File: src/rtl/fetch_ctrl_pkg.sv
// fetch_ctrl_pkg: shared pcgen select codes, reset PC and fetch FSM state encodings
package fetch_ctrl_pkg;
  localparam logic [1:0] PC_SEL_STATE_ADD         = 2'd0;
  localparam logic [1:0] PC_SEL_STATE_BRANCH_JUMP = 2'd1;
  localparam logic [1:0] PC_SEL_STATE_REG_JUMP    = 2'd2;
  localparam logic [31:0] INITIAL_PC_VALUE = 32'h0000_0000;
  typedef enum logic [1:0] {
    FETCH_ST_IDLE = 2'd0,
    FETCH_ST_REQ  = 2'd1,
    FETCH_ST_RSP  = 2'd2,
    FETCH_ST_HOLD = 2'd3
  } fetch_st_e;
endpackage

File: src/rtl/fetch_ctrl_pcgen.sv
// fetch_ctrl_pcgen: next-PC mux (sequential increment, branch/jump target, register-jump target)
//   i_pc, i_sel           current PC and select from fetch_ctrl
//   i_brjmp_target        branch/jump target
//   i_jump_reg_target     register-jump target
//   o_npc                 selected next PC
module fetch_ctrl_pcgen
  import fetch_ctrl_pkg::*;
#(
  parameter int AWIDTH    = 32,
  parameter int ADDR_BYTE = AWIDTH >> 3
) (
  input  logic [AWIDTH-1:0] i_pc,
  input  logic [1:0]        i_sel,
  input  logic [AWIDTH-1:0] i_brjmp_target,
  input  logic [AWIDTH-1:0] i_jump_reg_target,
  output logic [AWIDTH-1:0] o_npc
);
  always_comb begin
    o_npc = i_sel == PC_SEL_STATE_REG_JUMP    ? i_jump_reg_target :
            i_sel == PC_SEL_STATE_BRANCH_JUMP ? i_brjmp_target    :
                                                i_pc + AWIDTH'(ADDR_BYTE);
  end
endmodule

File: src/rtl/fetch_ctrl.sv
// fetch_ctrl: instruction-fetch sequencer owning the PC, one outstanding imem request, handoff to decode
//   i_clk, i_rstn                 clock, async active-low reset
//   i_redirect_*, *_target        redirect requests (register jump beats branch)
//   o_imem_req/addr, i_imem_*     imem req/gnt/rvalid handshake
//   o_inst_valid/inst/inst_pc     instruction to decode, i_inst_ready accepts it
//   o_pc, o_pc_sel                PC register and select driven into pcgen
module fetch_ctrl
  import fetch_ctrl_pkg::*;
#(
  parameter int AWIDTH    = 32,
  parameter int DWIDTH    = 32,
  parameter int ADDR_BYTE = AWIDTH >> 3
) (
  input  logic              i_clk,
  input  logic              i_rstn,
  input  logic              i_redirect_br,
  input  logic [AWIDTH-1:0] i_brjmp_target,
  input  logic              i_redirect_reg,
  input  logic [AWIDTH-1:0] i_jump_reg_target,
  output logic              o_imem_req,
  output logic [AWIDTH-1:0] o_imem_addr,
  input  logic              i_imem_gnt,
  input  logic              i_imem_rvalid,
  input  logic [DWIDTH-1:0] i_imem_rdata,
  output logic              o_inst_valid,
  output logic [DWIDTH-1:0] o_inst,
  output logic [AWIDTH-1:0] o_inst_pc,
  input  logic              i_inst_ready,
  output logic [AWIDTH-1:0] o_pc,
  output logic [1:0]        o_pc_sel
);
  fetch_st_e         state_q, state_d;
  logic [AWIDTH-1:0] pc_q, pc_d, inst_pc_q, inst_pc_d, npc;
  logic [DWIDTH-1:0] inst_q, inst_d;
  logic              kill_q, kill_d, redirect;

  // Redirects are ignored in IDLE so the select reads ADD while in reset.
  assign redirect = (i_redirect_reg | i_redirect_br) && state_q != FETCH_ST_IDLE;
  assign o_pc_sel = !redirect      ? PC_SEL_STATE_ADD      :
                    i_redirect_reg ? PC_SEL_STATE_REG_JUMP : PC_SEL_STATE_BRANCH_JUMP;

  fetch_ctrl_pcgen #(.AWIDTH(AWIDTH), .ADDR_BYTE(ADDR_BYTE)) u_pcgen (
    .i_pc              (pc_q),
    .i_sel             (o_pc_sel),
    .i_brjmp_target    (i_brjmp_target),
    .i_jump_reg_target (i_jump_reg_target),
    .o_npc             (npc)
  );

  always_comb begin
    state_d   = state_q;
    pc_d      = redirect ? npc : pc_q;
    kill_d    = kill_q;
    inst_d    = inst_q;
    inst_pc_d = inst_pc_q;
    case (state_q)
      FETCH_ST_IDLE: state_d = FETCH_ST_REQ;
      FETCH_ST_REQ: begin
        // A redirect accepted together with gnt leaves a stale response in flight.
        if (i_imem_gnt) begin
          state_d = FETCH_ST_RSP;
          kill_d  = redirect;
        end
      end
      FETCH_ST_RSP: begin
        if (i_imem_rvalid) begin
          kill_d = 1'b0;
          if (!redirect && !kill_q) begin
            inst_d    = i_imem_rdata;
            inst_pc_d = pc_q;
            pc_d      = npc;
            state_d   = FETCH_ST_HOLD;
          end else begin
            state_d = FETCH_ST_REQ;
          end
        end else if (redirect) begin
          kill_d = 1'b1;
        end
      end
      FETCH_ST_HOLD: if (redirect || i_inst_ready) state_d = FETCH_ST_REQ;
      default: state_d = FETCH_ST_IDLE;
    endcase
  end

  always_ff @(posedge i_clk or negedge i_rstn) begin
    if (!i_rstn) begin
      state_q   <= FETCH_ST_IDLE;
      pc_q      <= AWIDTH'(INITIAL_PC_VALUE);
      kill_q    <= 1'b0;
      inst_q    <= '0;
      inst_pc_q <= '0;
    end else begin
      state_q   <= state_d;
      pc_q      <= pc_d;
      kill_q    <= kill_d;
      inst_q    <= inst_d;
      inst_pc_q <= inst_pc_d;
    end
  end

  assign o_imem_req   = state_q == FETCH_ST_REQ;
  assign o_imem_addr  = pc_q;
  assign o_pc         = pc_q;
  assign o_inst_valid = state_q == FETCH_ST_HOLD;
  assign o_inst       = inst_q;
  assign o_inst_pc    = inst_pc_q;
endmodule

File: config.mk
export PLATFORM = sky130hd
export DESIGN_NAME = fetch_ctrl
export DESIGN_NICKNAME = d
export VERILOG_FILES = /design/src/rtl/fetch_ctrl_pkg.sv /design/src/rtl/fetch_ctrl_pcgen.sv /design/src/rtl/fetch_ctrl.sv
export SDC_FILE = /design/constraint.sdc
export NUM_CORES = 1
export LEC_CHECK = 0
export CORE_UTILIZATION = 35
export CTS_CLUSTER_DIAMETER = 200
export DETAILED_ROUTE_END_ITERATION = 16
export PLACE_DENSITY = 0.77
export SETUP_SLACK_MARGIN = 0.3
export SLEW_MARGIN = 25
export SYNTH_ARGS = -nofsm -noshare
export SYNTH_HDL_FRONTEND = slang
export SYNTH_SLANG_ARGS = --single-unit
File: constraint.sdc
create_clock -name i_clk -period 3.8 [get_ports i_clk]
set_input_delay 0.38 -clock i_clk [delete_from_list [all_inputs] [get_ports i_clk]]
set_output_delay 0.38 -clock i_clk [all_outputs]
set_load 0.02 [all_outputs]
# After elaboration in Yosys (flattened, before gate mapping)
# Index checks and enable logic that the tools add are counted.
totals:
  out_inout_bits: 132
  word_cells: 44
  regBits: 99
  in_bits: 103
op_classes:
  n_eq_ne: 9
  n_bitwise: 1
  n_reduce_logical: 11
  mux: 17
  addsub: 1
ops:
  columns: ["operator", "count"]
  rows:
  - ["$mux W32", 6]
  - ["$add A32 B3 Y32 const B", 1]
  - ["$mux W2", 6]
  - ["$reduce_and A3 Y1", 3]
  - ["$pmux W2 S4", 1]
  - ["$eq A2 B2 Y1 const B", 3]
  - ["$eq A2 B1 Y1 const B", 2]
  - ["$ne A2 B1 Y1 const B", 2]
  - ["$reduce_bool A2 Y1", 2]
  - ["$mux W1", 3]
  - ["$ne A3 B3 Y1 const B", 1]
  - ["$logic_and A1 B1 Y1", 2]
  - ["$logic_not A1 Y1", 2]
  - ["$logic_not A2 Y1", 1]
  - ["$ne A2 B2 Y1 const B", 1]
  - ["$pmux W1 S2", 1]
  - ["$logic_or A1 B1 Y1", 1]
  - ["$or A1 B1 Y1", 1]

# Depth between registers and ports, before layout
logic_depth:
  ltp_word: 10
  mapped_depth: 8
  depth_no_buf: 6

# Cells and area by module
# Synthesis repeated with hierarchy kept, for this count alone.
hier_totals:
  cells_unflattened: 440
  area_unflattened_um2: 5318.9
modules_own_cells:
  columns: ["mod", "n_inst", "seq_area_each_um2", "cells_per_inst", "area_each_um2"]
  rows:
  - ["fetch_ctrl", 1, 2477.4, 264, 4190.3]
  - ["fetch_ctrl_pcgen", 1, 0.0, 176, 1128.6]

# Worst setup path after synthesis
# OpenSTA, ideal clock, no wires.
synth_timing:
  kind: "register to output"
  startpoint: "reg state_q[0]"
  endpoint: "out o_pc_sel[0]"
  arrival_ps: 1863
  n_path_buf: 3
  path_slack_ps: 1557
  stages_incl_launch_ff: 8
  required_ps: 3420
  cell_sequence: "dfrtp_1 > inv_1 > ha_1 > o21bai_1 > clkbuf_1 > clkbuf_1 > buf_1 > nor2_1"
synth_via:
  elab_chain_len: 3
synth_lines:
  columns: ["element", "line_no", "source"]
  rows:
  - ["from (decl)", "fetch_ctrl.sv:32", "fetch_st_e state_q, state_d;"]
  - ["from (signal assigned)", "fetch_ctrl.sv:93", "state_q <= state_d;"]
  - ["$reduce_bool A2 Y1", "fetch_ctrl.sv:38", "assign redirect = (i_redirect_reg | i_redirect_br) && state_q != FETCH_ST_IDLE;"]
  - ["$logic_and A1 B1 Y1", "fetch_ctrl.sv:38", null]
  - ["$mux W2", "fetch_ctrl.sv:39", "assign o_pc_sel = !redirect ? PC_SEL_STATE_ADD :"]
  - ["to (decl)", "fetch_ctrl.sv:30", "output logic [1:0] o_pc_sel"]
# No other way between the ends.

# Final worst setup path
# Ends and elaborated chain as after synthesis.

==> summary.md <==
| Metric | Value |
|---|---|
| Post-synth EDFFs | `0` |
| Min-Delay Path Class | `in -> async` |
| Critical path buffers and inverters | `3` |
| Total via count in the routed design | `4303` |
| Post-Syn Area per Cell | `11.31 um^2` |
| Portion of the clock cycle consumed by the worst path in the final layout | `72.40%` |
| Clock Pin Slew Worst Setup and Hold Paths | `around 0.070 ns` |
| Relative area change from synthesis to final layout | `50.23%` |
| Global-route wire length before repair | `21690 um` |
| Worst skew pair latency | `0.35 ns` |
| Delay-heaviest family, CP | `buffers and inverters` |
| DRC Markers | `0` |
| Cell Chain, Critical Path | `inv_1 -> ha_1 -> o21bai_4 -> buf_4 -> nor2_1 -> clkdlybuf4s50_1` |
| Leading register cell type out of synthesis | `sky130_fd_sc_hd__dfrtp_1` |
| Number of vias per cell | `approximately 5.2` |
| Slew at the pin closest to its max-slew limit | `about 0.72 ns` |
| Number of flip-flops and latches in the synthesized netlist | `99` |
| Number of CTS-inserted buffers | `9` |
| Static leakage power | `3.030 nW` |
| Net count reported at finish | `749` |
| Chip Height | `122.3 um` |
| CTS Root Cell | `sky130_fd_sc_hd__clkbuf_16` |
| Cells after Synth | `448` |
| Synth async-reset ratio | `100.0%` |
| Sinks on Clock Net | `99` |
| Area of the core | `between 10000 and 15000 um^2` |
| Total Wirelength | `14510 um` |
| Final count of hold timing violations | `0` |
| Max cap viols | `0` |
| Final min period | `2.751 ns` |
| Cell area after technology mapping | `5066 um^2` |
| Category of the worst setup path launch point | `register` |
| Pin count of the biggest net entering global routing | `50` |
| Fraction of final layout cells with drive strength greater than 1 | `14.13%` |
| TritonCTS clock tree | `yes` |
| Unrepaired setup endpoints after global routing | `no` |
| Worst max-slew margin expressed relative to the limit | `52.11%` |
| Endpoint arrival time on the critical path | `2.37 ns` |
| Top library cells by usage in the layout, fill and taps aside | `sky130_fd_sc_hd__clkdlybuf4s50_1, sky130_fd_sc_hd__dfrtp_1, sky130_fd_sc_hd__mux2_2, sky130_fd_sc_hd__nor2b_1, sky130_fd_sc_hd__a211oi_1` |
| Count of pins over their slew limit | `0` |
| Port-buffer cells | `234` |
| Share of the yosys chip area belonging to registers | `about half` |
| Maximum level of the CTS H-tree | `3` |
| Starting density of the core | `36.22%` |
| Die footprint | `14960 um^2` |
| Boundary Pins | `235` |
| Initial antenna violation count | `0` |
| Antenna diode count | `0` |
| Average wire per cell in the routed design | `17.61 um` |
| Kind of critical path | `reg -> out` |
| Deepest clock path buffer count | `2` |
| Finished Layout Cells | `slightly above 800` |
| Synthesized Nets | `557` |
| Initial DRC count | `a little under 200` |
| Row count | `43` |
| Cell Count Post-Placement | `808` |
| Worst path slowest cell | `sky130_fd_sc_hd__clkdlybuf4s50_1` |
| Worst Skew | `roughly 0.0056 ns` |
| Leading cell type in the layout, fill and taps excluded | `sky130_fd_sc_hd__clkdlybuf4s50_1` |
| Largest stage delay, worst path | `0.62 ns` |
| Via count of the first global-routing pass | `4228` |
| Antenna-violating nets left | `0` |
| Sum of overflow across all layers after global routing | `0` |
| Yosys warns | `0` |
| # setup viols final | `0` |
| Fmax achieved | `around 360 MHz` |
| Weighted congestion at the end of routability-driven global placement | `0.7426` |
| Post-detail-place hpwl | `between 10000 and 15000 um` |
| Die Width | `~120 um` |
| Total routing usage reported by global routing | `19.21%` |
| Endpoint class of the critical path | `output pin` |
| Data required time of the worst path | `about 3.4 ns` |
| Buffer count from post-CTS setup fixing | `0` |
| Number of optimization iterations in the first detailed-route pass | `4` |
| Power density over the cells | `819.7 nW/um^2` |
| Result of the run | `completed` |
| Final-layout setup total negative slack | `0 ns` |
| Number of unique standard cell types used by synthesis | `43` |
| Largest fanout of any net on the critical path | `28` |
| Largest vdd supply drop | `0.4038 mV` |
==> per-stage QoR <==
step	total power, mW	cell area, um^2	util, %	worst slack (ns)	hold WS, ns
2_1_floorplan	3.849	5066	-	1.557	0.08441
3_3_place_gp	5.296	7317	52.31	1.204	0.3164
3_5_place_dp	5.380	7317	52.31	1.140	0.3199
4_1_cts	6.303	7611	54.41	1.059	0.4809
5_1_grt	6.617	7611	54.41	0.9371	0.5028
6_report	6.239	7611	54.41	1.049	0.4850
==> worst reg2reg max path: stages, from the launching register on <==
cell and delay [ns]:
sky130_fd_sc_hd__dfrtp_1 0.42, sky130_fd_sc_hd__inv_1 0.12, sky130_fd_sc_hd__ha_1 0.24, sky130_fd_sc_hd__and3b_1 0.39, sky130_fd_sc_hd__nand4_1 0.47, sky130_fd_sc_hd__or4_1 0.64, sky130_fd_sc_hd__a31oi_1 0.19
==> power breakdown <==
part	switching [mW]	internal, mW	total, mW
logic	1.63	1.67	3.29
clock network	0.389	0.504	0.894
registers	0.531	1.52	2.05
total	2.55	3.69	6.24
==> registers in the layout (all words and copies together) (netlist names) <==
| signal | count |
|---|---|
| kill_q | 1 |
| o_imem_addr | 32 |
| o_inst | 32 |
| o_inst_pc | 32 |
| state_q | 2 |
==> synth_stat cells, types with 2 or more instances <==
cell type / n / area share [%]
sky130_fd_sc_hd__or3_1: 7 / 0.86
sky130_fd_sc_hd__and4_1: 4 / 0.69
sky130_fd_sc_hd__nor2b_1: 25 / 3.1
sky130_fd_sc_hd__nand3_1: 8 / 0.79
sky130_fd_sc_hd__nor3_1: 5 / 0.49
sky130_fd_sc_hd__mux2_2: 65 / 14
sky130_fd_sc_hd__and2_1: 2 / 0.25
sky130_fd_sc_hd__and3_1: 4 / 0.49
sky130_fd_sc_hd__a31oi_1: 18 / 2.2
sky130_fd_sc_hd__nand2_1: 17 / 1.3
sky130_fd_sc_hd__or4_1: 13 / 1.9
sky130_fd_sc_hd__xor2_1: 6 / 1.0
sky130_fd_sc_hd__nor2_1: 7 / 0.52
sky130_fd_sc_hd__clkbuf_1: 13 / 0.96
sky130_fd_sc_hd__inv_1: 6 / 0.44
sky130_fd_sc_hd__buf_6: 3 / 0.67
sky130_fd_sc_hd__o31ai_1: 11 / 1.6
sky130_fd_sc_hd__ha_1: 6 / 1.5
sky130_fd_sc_hd__a21oi_1: 10 / 0.99
sky130_fd_sc_hd__buf_4: 32 / 4.7
sky130_fd_sc_hd__a211oi_1: 24 / 3.6
sky130_fd_sc_hd__xnor2_1: 3 / 0.52
sky130_fd_sc_hd__o211ai_1: 4 / 0.59
sky130_fd_sc_hd__buf_1: 6 / 0.44
sky130_fd_sc_hd__o21ai_0: 9 / 0.89
sky130_fd_sc_hd__nand4_1: 12 / 1.5
sky130_fd_sc_hd__buf_2: 7 / 0.69
sky130_fd_sc_hd__mux2i_1: 8 / 1.6
sky130_fd_sc_hd__dfrtp_1: 99 / 49
==> timing repair <==
item | in CTS | in global routing
resized for setup | 0 | 0
hold buffers | 1 | 0
hold endpoints to repair | 25 | 0
==> layout make-up <==
type / count / area, um^2
Clock buffer: 10 / 229.0
Fill cell: 1211 / 6377
Clock inverter: 5 / 55.05
Sequential cell: 99 / 2477
Timing Repair Buffer: 242 / 2397
Tap cell: 180 / 225.2
Multi-Input combinational cell: 282 / 2205
Inverter: 6 / 22.52
==> kinds of logic (layout without fill, tap and decap cells) <==
group / after synthesis / after routing / share of synthesized area, %
AO/OA/AOI/OAI: 85 / 85 / 11.44
multiplexers: 73 / 73 / 16.03
flip-flops: 99 / 99 / 48.90
AND/OR/NAND/NOR: 109 / 109 / 12.65
adder cells (fa/ha/maj): 6 / 6 / 1.482
buffers and inverters: 67 / 263 / 7.952
XOR/XNOR: 9 / 9 / 1.556
==> final timing paths <==
path / startpoint / cells after the start / endpoint / slack (ns)
worst max-delay path: state_q[0]$_DFFE_PN0P_ / 6 / o_pc_sel[0] / 1.05
worst min-delay path: i_rstn / 2 / o_inst_pc[5]$_DFFE_PN0P_ / 0.49
min in group i_clk: i_redirect_reg / 2 / o_imem_addr[2]$_DFF_PN0_ / 0.50
max in group asynchronous: i_rstn / 3 / o_inst_pc[20]$_DFFE_PN0P_ / 2.49
worst min register to register: o_inst[18]$_DFFE_PN0P_ / 1 / o_inst[18]$_DFFE_PN0P_ / 0.50
worst max register to register: state_q[0]$_DFFE_PN0P_ / 6 / o_imem_addr[28]$_DFF_PN0_ / 1.24
==> layer usage <==
metal	global-route usage, %	share of wire (%)	vias up
li1	-	-	2008
met1	22.73	41	2074
met2	33.25	49	205
met3	4.600	8.1	16
met4	7.851	1.6	0
met5	0	0	-
(Power assumes the default switching activity.)
